## src/rtl/rf_pkg.sv

```systemverilog
// Shared register-file writeback types and constants.
// Widths, the hard-wired zero register, and the arbiter grant encoding.
package rf_pkg;
    localparam int REG_ADDR_W = 5;
    localparam int REG_DATA_W = 32;

    localparam logic [REG_ADDR_W-1:0] REG_ZERO = '0;

    typedef struct packed {
        logic [REG_ADDR_W-1:0] addr;
        logic [REG_DATA_W-1:0] data;
    } wb_req_t;

    typedef enum logic {
        GRANT_REQ0 = 1'b0,
        GRANT_REQ1 = 1'b1
    } grant_e;
endpackage

```

## src/rtl/rf_wb_arbiter_if.sv

```systemverilog
// Writeback bus between the two requesters, the hazard unit and the RF write port.
// The slave modport is the arbiter's view; master is everyone else.
interface rf_wb_arbiter_if
    import rf_pkg::*;
#(
    parameter int ADDRESS_WIDTH = REG_ADDR_W,
    parameter int DATA_WIDTH    = REG_DATA_W
);
    logic                     hold;
    logic                     req0_valid;
    logic [ADDRESS_WIDTH-1:0] req0_addr;
    logic [DATA_WIDTH-1:0]    req0_data;
    logic                     req0_ready;
    logic                     req1_valid;
    logic [ADDRESS_WIDTH-1:0] req1_addr;
    logic [DATA_WIDTH-1:0]    req1_data;
    logic                     req1_ready;
    logic                     we3;
    logic [ADDRESS_WIDTH-1:0] a3;
    logic [DATA_WIDTH-1:0]    wd3;
    logic [ADDRESS_WIDTH-1:0] q_a1;
    logic [ADDRESS_WIDTH-1:0] q_a2;
    logic                     busy1;
    logic                     busy2;

    modport slave (
        input  hold,
        input  req0_valid, req0_addr, req0_data,
        input  req1_valid, req1_addr, req1_data,
        input  q_a1, q_a2,
        output req0_ready, req1_ready,
        output we3, a3, wd3,
        output busy1, busy2
    );

    modport master (
        output hold,
        output req0_valid, req0_addr, req0_data,
        output req1_valid, req1_addr, req1_data,
        output q_a1, q_a2,
        input  req0_ready, req1_ready,
        input  we3, a3, wd3,
        input  busy1, busy2
    );
endinterface

```

## src/rtl/rr_arbiter2.sv

```systemverilog
// Two-way round-robin arbiter; grant is combinational from valids and last winner.
// i_advance must be asserted only in cycles where a grant is actually taken.
module rr_arbiter2
    import rf_pkg::*;
(
    input  logic       clk,
    input  logic       rst_n,
    input  logic [1:0] i_valid,
    input  logic       i_advance,
    output logic [1:0] o_grant
);
    grant_e r_last_grant;

    always_comb begin
        o_grant    = 2'b00;
        o_grant[0] = i_valid[0] && (!i_valid[1] || (r_last_grant == GRANT_REQ1));
        o_grant[1] = i_valid[1] && (!i_valid[0] || (r_last_grant == GRANT_REQ0));
    end

    // Reset to REQ1 so requester 0 wins the first tie.
    always_ff @(posedge clk or negedge rst_n) begin
        if (!rst_n) begin
            r_last_grant <= GRANT_REQ1;
        end else if (i_advance) begin
            r_last_grant <= o_grant[1] ? GRANT_REQ1 : GRANT_REQ0;
        end
    end
endmodule

```

## src/rtl/rf_wb_arbiter.sv

```systemverilog
// Shares the register-file write port between pipeline and load writebacks.
// One-cycle registered write stage; busy flags compare query addresses with it.
module rf_wb_arbiter
    import rf_pkg::*;
#(
    parameter int ADDRESS_WIDTH = REG_ADDR_W,
    parameter int DATA_WIDTH    = REG_DATA_W
)(
    input  logic            clk,
    input  logic            rst_n,
    rf_wb_arbiter_if.slave  bus
);
    logic [1:0]               w_valid;
    logic [1:0]               w_grant;
    logic                     w_xfer;
    logic [ADDRESS_WIDTH-1:0] w_addr;
    logic [DATA_WIDTH-1:0]    w_data;
    logic                     w_commit;

    logic                     r_we3;
    logic [ADDRESS_WIDTH-1:0] r_a3;
    logic [DATA_WIDTH-1:0]    r_wd3;

    // Masking the valids with hold keeps both readies low and freezes last_grant.
    assign w_valid = {bus.req1_valid, bus.req0_valid} & {2{~bus.hold}};

    rr_arbiter2 u_arb (
        .clk       (clk),
        .rst_n     (rst_n),
        .i_valid   (w_valid),
        .i_advance (w_xfer),
        .o_grant   (w_grant)
    );

    assign w_xfer   = |w_grant;
    assign w_addr   = w_grant[1] ? bus.req1_addr : bus.req0_addr;
    assign w_data   = w_grant[1] ? bus.req1_data : bus.req0_data;
    assign w_commit = w_xfer && (w_addr != ADDRESS_WIDTH'(REG_ZERO));

    // Writes to x0 are accepted but dropped; a3/wd3 keep their last real write.
    always_ff @(posedge clk or negedge rst_n) begin
        if (!rst_n) begin
            r_we3 <= 1'b0;
            r_a3  <= '0;
            r_wd3 <= '0;
        end else begin
            r_we3 <= w_commit;
            if (w_commit) begin
                r_a3  <= w_addr;
                r_wd3 <= w_data;
            end
        end
    end

    assign bus.req0_ready = w_grant[0];
    assign bus.req1_ready = w_grant[1];
    assign bus.we3        = r_we3;
    assign bus.a3         = r_a3;
    assign bus.wd3        = r_wd3;
    assign bus.busy1      = r_we3 && (bus.q_a1 == r_a3);
    assign bus.busy2      = r_we3 && (bus.q_a2 == r_a3);
endmodule

```

## src/flat_wrapper.sv

```systemverilog
// flat-port wrapper written by rule: the top's interface ports become plain ports
module rf_wb_arbiter_flat import rf_pkg::*;
#(
    parameter int ADDRESS_WIDTH = REG_ADDR_W,
    parameter int DATA_WIDTH    = REG_DATA_W
)
  (clk, rst_n, bus_hold, bus_req0_valid, bus_req0_addr, bus_req0_data, bus_req1_valid, bus_req1_addr, bus_req1_data, bus_q_a1, bus_q_a2, bus_req0_ready, bus_req1_ready, bus_we3, bus_a3, bus_wd3, bus_busy1, bus_busy2);
  rf_wb_arbiter_if #(.ADDRESS_WIDTH(ADDRESS_WIDTH), .DATA_WIDTH(DATA_WIDTH)) bus_i ();
  input  logic clk;
  input  logic rst_n;
  input wire logic [$bits(bus_i.hold)-1:0] bus_hold;
  input wire logic [$bits(bus_i.req0_valid)-1:0] bus_req0_valid;
  input wire logic [$bits(bus_i.req0_addr)-1:0] bus_req0_addr;
  input wire logic [$bits(bus_i.req0_data)-1:0] bus_req0_data;
  input wire logic [$bits(bus_i.req1_valid)-1:0] bus_req1_valid;
  input wire logic [$bits(bus_i.req1_addr)-1:0] bus_req1_addr;
  input wire logic [$bits(bus_i.req1_data)-1:0] bus_req1_data;
  input wire logic [$bits(bus_i.q_a1)-1:0] bus_q_a1;
  input wire logic [$bits(bus_i.q_a2)-1:0] bus_q_a2;
  output wire logic [$bits(bus_i.req0_ready)-1:0] bus_req0_ready;
  output wire logic [$bits(bus_i.req1_ready)-1:0] bus_req1_ready;
  output wire logic [$bits(bus_i.we3)-1:0] bus_we3;
  output wire logic [$bits(bus_i.a3)-1:0] bus_a3;
  output wire logic [$bits(bus_i.wd3)-1:0] bus_wd3;
  output wire logic [$bits(bus_i.busy1)-1:0] bus_busy1;
  output wire logic [$bits(bus_i.busy2)-1:0] bus_busy2;
  assign bus_i.hold = bus_hold;
  assign bus_i.req0_valid = bus_req0_valid;
  assign bus_i.req0_addr = bus_req0_addr;
  assign bus_i.req0_data = bus_req0_data;
  assign bus_i.req1_valid = bus_req1_valid;
  assign bus_i.req1_addr = bus_req1_addr;
  assign bus_i.req1_data = bus_req1_data;
  assign bus_i.q_a1 = bus_q_a1;
  assign bus_i.q_a2 = bus_q_a2;
  assign bus_req0_ready = bus_i.req0_ready;
  assign bus_req1_ready = bus_i.req1_ready;
  assign bus_we3 = bus_i.we3;
  assign bus_a3 = bus_i.a3;
  assign bus_wd3 = bus_i.wd3;
  assign bus_busy1 = bus_i.busy1;
  assign bus_busy2 = bus_i.busy2;
  rf_wb_arbiter #(.ADDRESS_WIDTH(ADDRESS_WIDTH), .DATA_WIDTH(DATA_WIDTH)) u_core (.clk(clk), .rst_n(rst_n), .bus(bus_i));
endmodule
```

## config.mk

```make
export PLATFORM = sky130hd
export DESIGN_NAME = rf_wb_arbiter_flat
export DESIGN_NICKNAME = d
export VERILOG_FILES = /design/src/rtl/rf_pkg.sv /design/src/rtl/rf_wb_arbiter_if.sv /design/src/rtl/rr_arbiter2.sv /design/src/rtl/rf_wb_arbiter.sv /design/src/flat_wrapper.sv
export SDC_FILE = /design/constraint.sdc
export NUM_CORES = 1
export LEC_CHECK = 0
export CELL_PAD_IN_SITES_DETAIL_PLACEMENT = 1
export CELL_PAD_IN_SITES_GLOBAL_PLACEMENT = 1
export CORE_MARGIN = 1
export CORE_UTILIZATION = 51
export CTS_CLUSTER_DIAMETER = 80
export DETAILED_ROUTE_END_ITERATION = 12
export DONT_BUFFER_PORTS = 1
export PLACE_DENSITY = 0.83
export SYNTH_ARGS = -nofsm -noshare
export SYNTH_HDL_FRONTEND = slang
export SYNTH_SLANG_ARGS = --single-unit
```

## constraint.sdc

```tcl
create_clock -name clk -period 3.3 [get_ports clk]
set_clock_uncertainty 0.15 [all_clocks]
set_input_delay 0.33 -clock clk [delete_from_list [all_inputs] [get_ports clk]]
set_output_delay 0.33 -clock clk [all_outputs]
set_load 0.1 [all_outputs]
```

==> run_results.csv <==
group,metric,value,unit
critical_path,critical_path_arrival,2.08,ns
cells_and_area,final_layout_size_suffix_gt1_frac,0.5054,
clock_tree,clk-insertion-delay-late,0.28,ns
critical_path,r2r-start,"u_core.u_arb.r_last_grant$_DFFE_PN1P_",
grt,grt_max_degree,43,
yosys,ys.flop_type,"dfrtp_1",
critical_path,timing.critical_path.from_type,"register",
clock_tree,cts_made_buffers,5,
grt,global_route.usage.total,0.2432,
cells_and_area,post-route-cell-area,2529,sq um
run,max_cap_violations,0,
detailed_routing,route.vias.total,1465,
placement,post_dp_cell_area,2414,sq um
clock_tree,cts_hold_buffers,2,
yosys,number_of_cells_produced_by_synthesis,172,
floorplanning,fp-row-count,24,
detailed_routing,drc_markers,0,
critical_path,max_stage_delay,0.53,ns
detailed_routing,avgRoutedWirePerCell,24.15,um
detailed_routing,wirelength,5699,um
detailed_routing,initialDrtViolationCount,113,
cells_and_area,nNetsFinal,272,
yosys,synth.top_cell.area_share,0.4095,
clock_tree,clkSlewWorstSetupHoldPaths,0.08,ns
yosys,post_synth_main_area_contributors,"dfrtp_1 (41%), mux2_4 (19%), mux2_2 (17%)",
sta,fmax,0.3910,GHz
power_and_ir_drop,vdd.ir_drop.worst,0.0003673,V
sta,setup_total_negative_slack,0,ns
placement,placement.setup.worst_slack,0.7085,ns
yosys,synth.distinct_cells,33,
yosys,synth_top_cell_by_area,"dfrtp_1",
placement,portBuffers,0,
critical_path,worstPathBufferInverterCount,2,
placement,routabilityCongestion,0.8288,
sta,finalWorstPathRequiredPeriod,2.558,ns
floorplanning,chipWidth,69.48,um
yosys,async_reset_ff_frac,1.000,
clock_tree,cell_at_the_root_of_the_clock_tree,"clkbuf_8",
grt,residual_overflow_from_global_routing,0,
worst_hold_path,worst_min_delay_path_startpoint,"bus_req0_addr[2]",
floorplanning,fp.dieArea,4827,sq um
yosys,number_of_enable_flip_flop_cells_after_synthesis,0,
worst_hold_path,min_path_type,"input pin to register",
clock_tree,tritoncts,"yes",
sta,setup_slack,0.7422,ns
floorplanning,design.core.area,4354,sq um
grt,number_of_global_route_vias_before_repair,1665,
yosys,share_of_synthesized_area_occupied_by_flip_flops_and_latches,0.4208,
detailed_routing,antenna_left,0,
cells_and_area,synthToLayoutAreaGrowth,8.890,%
floorplanning,start_util,0.5333,
sta,holdWs,0.1047,ns
critical_path,path_cells,"nand2_1 > and2_2 > buf_4 > nor2_2 > buf_4",
sta,final_cycle_share,0.7751,
critical_path,crit_type,"register to primary output",
clock_tree,ctsLongestPathBuffers,2,
power_and_ir_drop,p_leak,1.095,nW
yosys,yosysWarnings,0,
critical_path,worst-path-max-fanout,42,
sta,slew_headroom,0.3780,
floorplanning,boundaryPins,131,
clock_tree,cts_repair_resize_count,0,
grt,antenna_found_initial,0,
sta,worst_slew_pin_slew,0.9330,ns
critical_path,critPathCaptureType,"primary output",
sta,slew_violations,0,
critical_path,crit_start,"u_core.u_arb.r_last_grant$_DFFE_PN1P_",
yosys,post_synth.cell_area_avg,13.50,sq um
sta,rsz_0062_raised_after_global_routing,"false",
yosys,mappedNetlistNets,261,
yosys,syn-cell-area,2322,sq um
run_status,outcome,"complete, no violations",
grt,grt_pass1_wl,8997,um
clock_tree,cts_htree_levels,2,
detailed_routing,vias_per_cell,6.208,
clock_tree,post-cts-setup-buffers,0,
critical_path,worst_path_most_repeated_cell,"buf_4",
floorplanning,chipHeight,69.48,um
cells_and_area,n_antenna_cell,0,
sta,setup_viol,0,
sta,hold_viol,0,
detailed_routing,drt_pre_antenna_iters,4,
power_and_ir_drop,pwr_per_cell_area,716.9,nW/um^2
clock_tree,tritoncts_sink_count,39,
critical_path,path_delay_family,"simple AND/OR/NAND/NOR gates",
critical_path,cp_data_required_time,2.82,ns
placement,detailedPlacementHpwl,4167,um
critical_path,critical-path-slowest-cell,"dfstp_2",
yosys,synth_seq_cells,39,
-- placed cells by master, fill, tap and decap left out, types with 2 or more instances in the layout --
cell type	netlist	layout
a21boi_0	2	2
a21oi_1	2	2
and3_1	4	4
buf_4	0	12
clkbuf_8	0	5
dfrtp_1	38	38
inv_1	3	3
mux2_2	35	35
mux2_4	29	29
mux2i_1	3	3
nand2_1	3	3
nor2_1	5	4
nor3_1	2	2
nor4_1	2	2
o21ai_0	2	2
o2bb2ai_1	3	3
o311ai_0	4	4
or2_2	3	3
xnor2_1	2	2
xor2_1	8	8
-- cells in the mapped netlist (all sizes together), types with 2 or more instances --
library cell and number:
a2111oi 2, a21boi 2, a21oi 2, and3 4
buf 10, dfrtp 38, inv 3, mux2 64
mux2i 3, nand2 3, nor2 5, nor3 2
nor4 2, o21ai 2, o2bb2ai 3, o311ai 4
or2 3, xnor2 2, xor2 8
-- flip-flops by register name, indices dropped and copies added, names as in the netlist --
signal	count
u_core.bus.a3	5
u_core.bus.wd3	32
u_core.bus.we3	1
u_core.u_arb.r_last_grant	1
-- where the power goes --
part           internal [mW]  switching [mW]
clock                  0.148           0.165
sequential             0.546           0.572
combinational          0.177           0.204
-- final cells by class --
cell class | count | area, sq um
timing repair buffer | 14 | 120.1
tap | 52 | 65.06
clock inverter | 2 | 12.51
inverter | 3 | 11.26
fill | 432 | 1826
sequential | 39 | 977.2
clock buffer | 6 | 72.57
multi-input combinational | 120 | 1270
-- metrics by stage --
stage / power, mW / cells / utilization
3_5_place_dp: 1.496 / 226 / 0.5543
6_report: 1.813 / 236 / 0.5807
5_1_grt: 1.871 / 236 / 0.5807
4_1_cts: 1.823 / 236 / 0.5807
3_3_place_gp: 1.475 / 226 / 0.5543
2_1_floorplan: 1.425 / 172 / -
-- metal layers --
layer / part of all wire / routed length (um) / up-vias / global-route usage
li1: - / - / 651 / -
met3: 0.088 / 501 / 8 / 0.08576
met5: 0 / 0 / - / 0
met2: 0.54 / 3089 / 76 / 0.4347
met4: 0.0095 / 54 / 0 / 0.06576
met1: 0.36 / 2054 / 730 / 0.2727
-- worst reg2reg max path, cell delays in order (launching register included) --
cell and delay, ns:
dfstp_2 0.53, nand2_1 0.20, and2_2 0.31, a311oi_4 0.20
buf_4 0.53, mux2_2 0.42
-- cells by family (layout without fill, tap and decap cells) --
group,count (synthesis),after routing,synth area share
buffers and inverters,13,25,0.03394
XOR/XNOR,10,10,0.03772
AO/OA/AOI/OAI,18,18,0.07597
flip-flops,39,39,0.4208
AND/OR/NAND/NOR,25,25,0.06143
multiplexers,67,67,0.3702
-- worst paths after layout --
kind / cells past startpoint / to / slack, ns
worst max-delay path: 5 / bus_req0_ready / 0.74
worst min-delay path: 2 / u_core.bus.a3[2]$_DFFE_PN0P_ / 0.10
worst max register to register: 5 / u_core.bus.wd3[14]$_DFFE_PN0P_ / 0.85
worst min register to register: 1 / u_core.u_arb.r_last_grant$_DFFE_PN1P_ / 0.36
max in group asynchronous: 2 / u_core.u_arb.r_last_grant$_DFFE_PN1P_ / 2.39
min in group asynchronous: 2 / u_core.bus.a3[0]$_DFFE_PN0P_ / 0.34
Power figures use the tool's default switching activity.
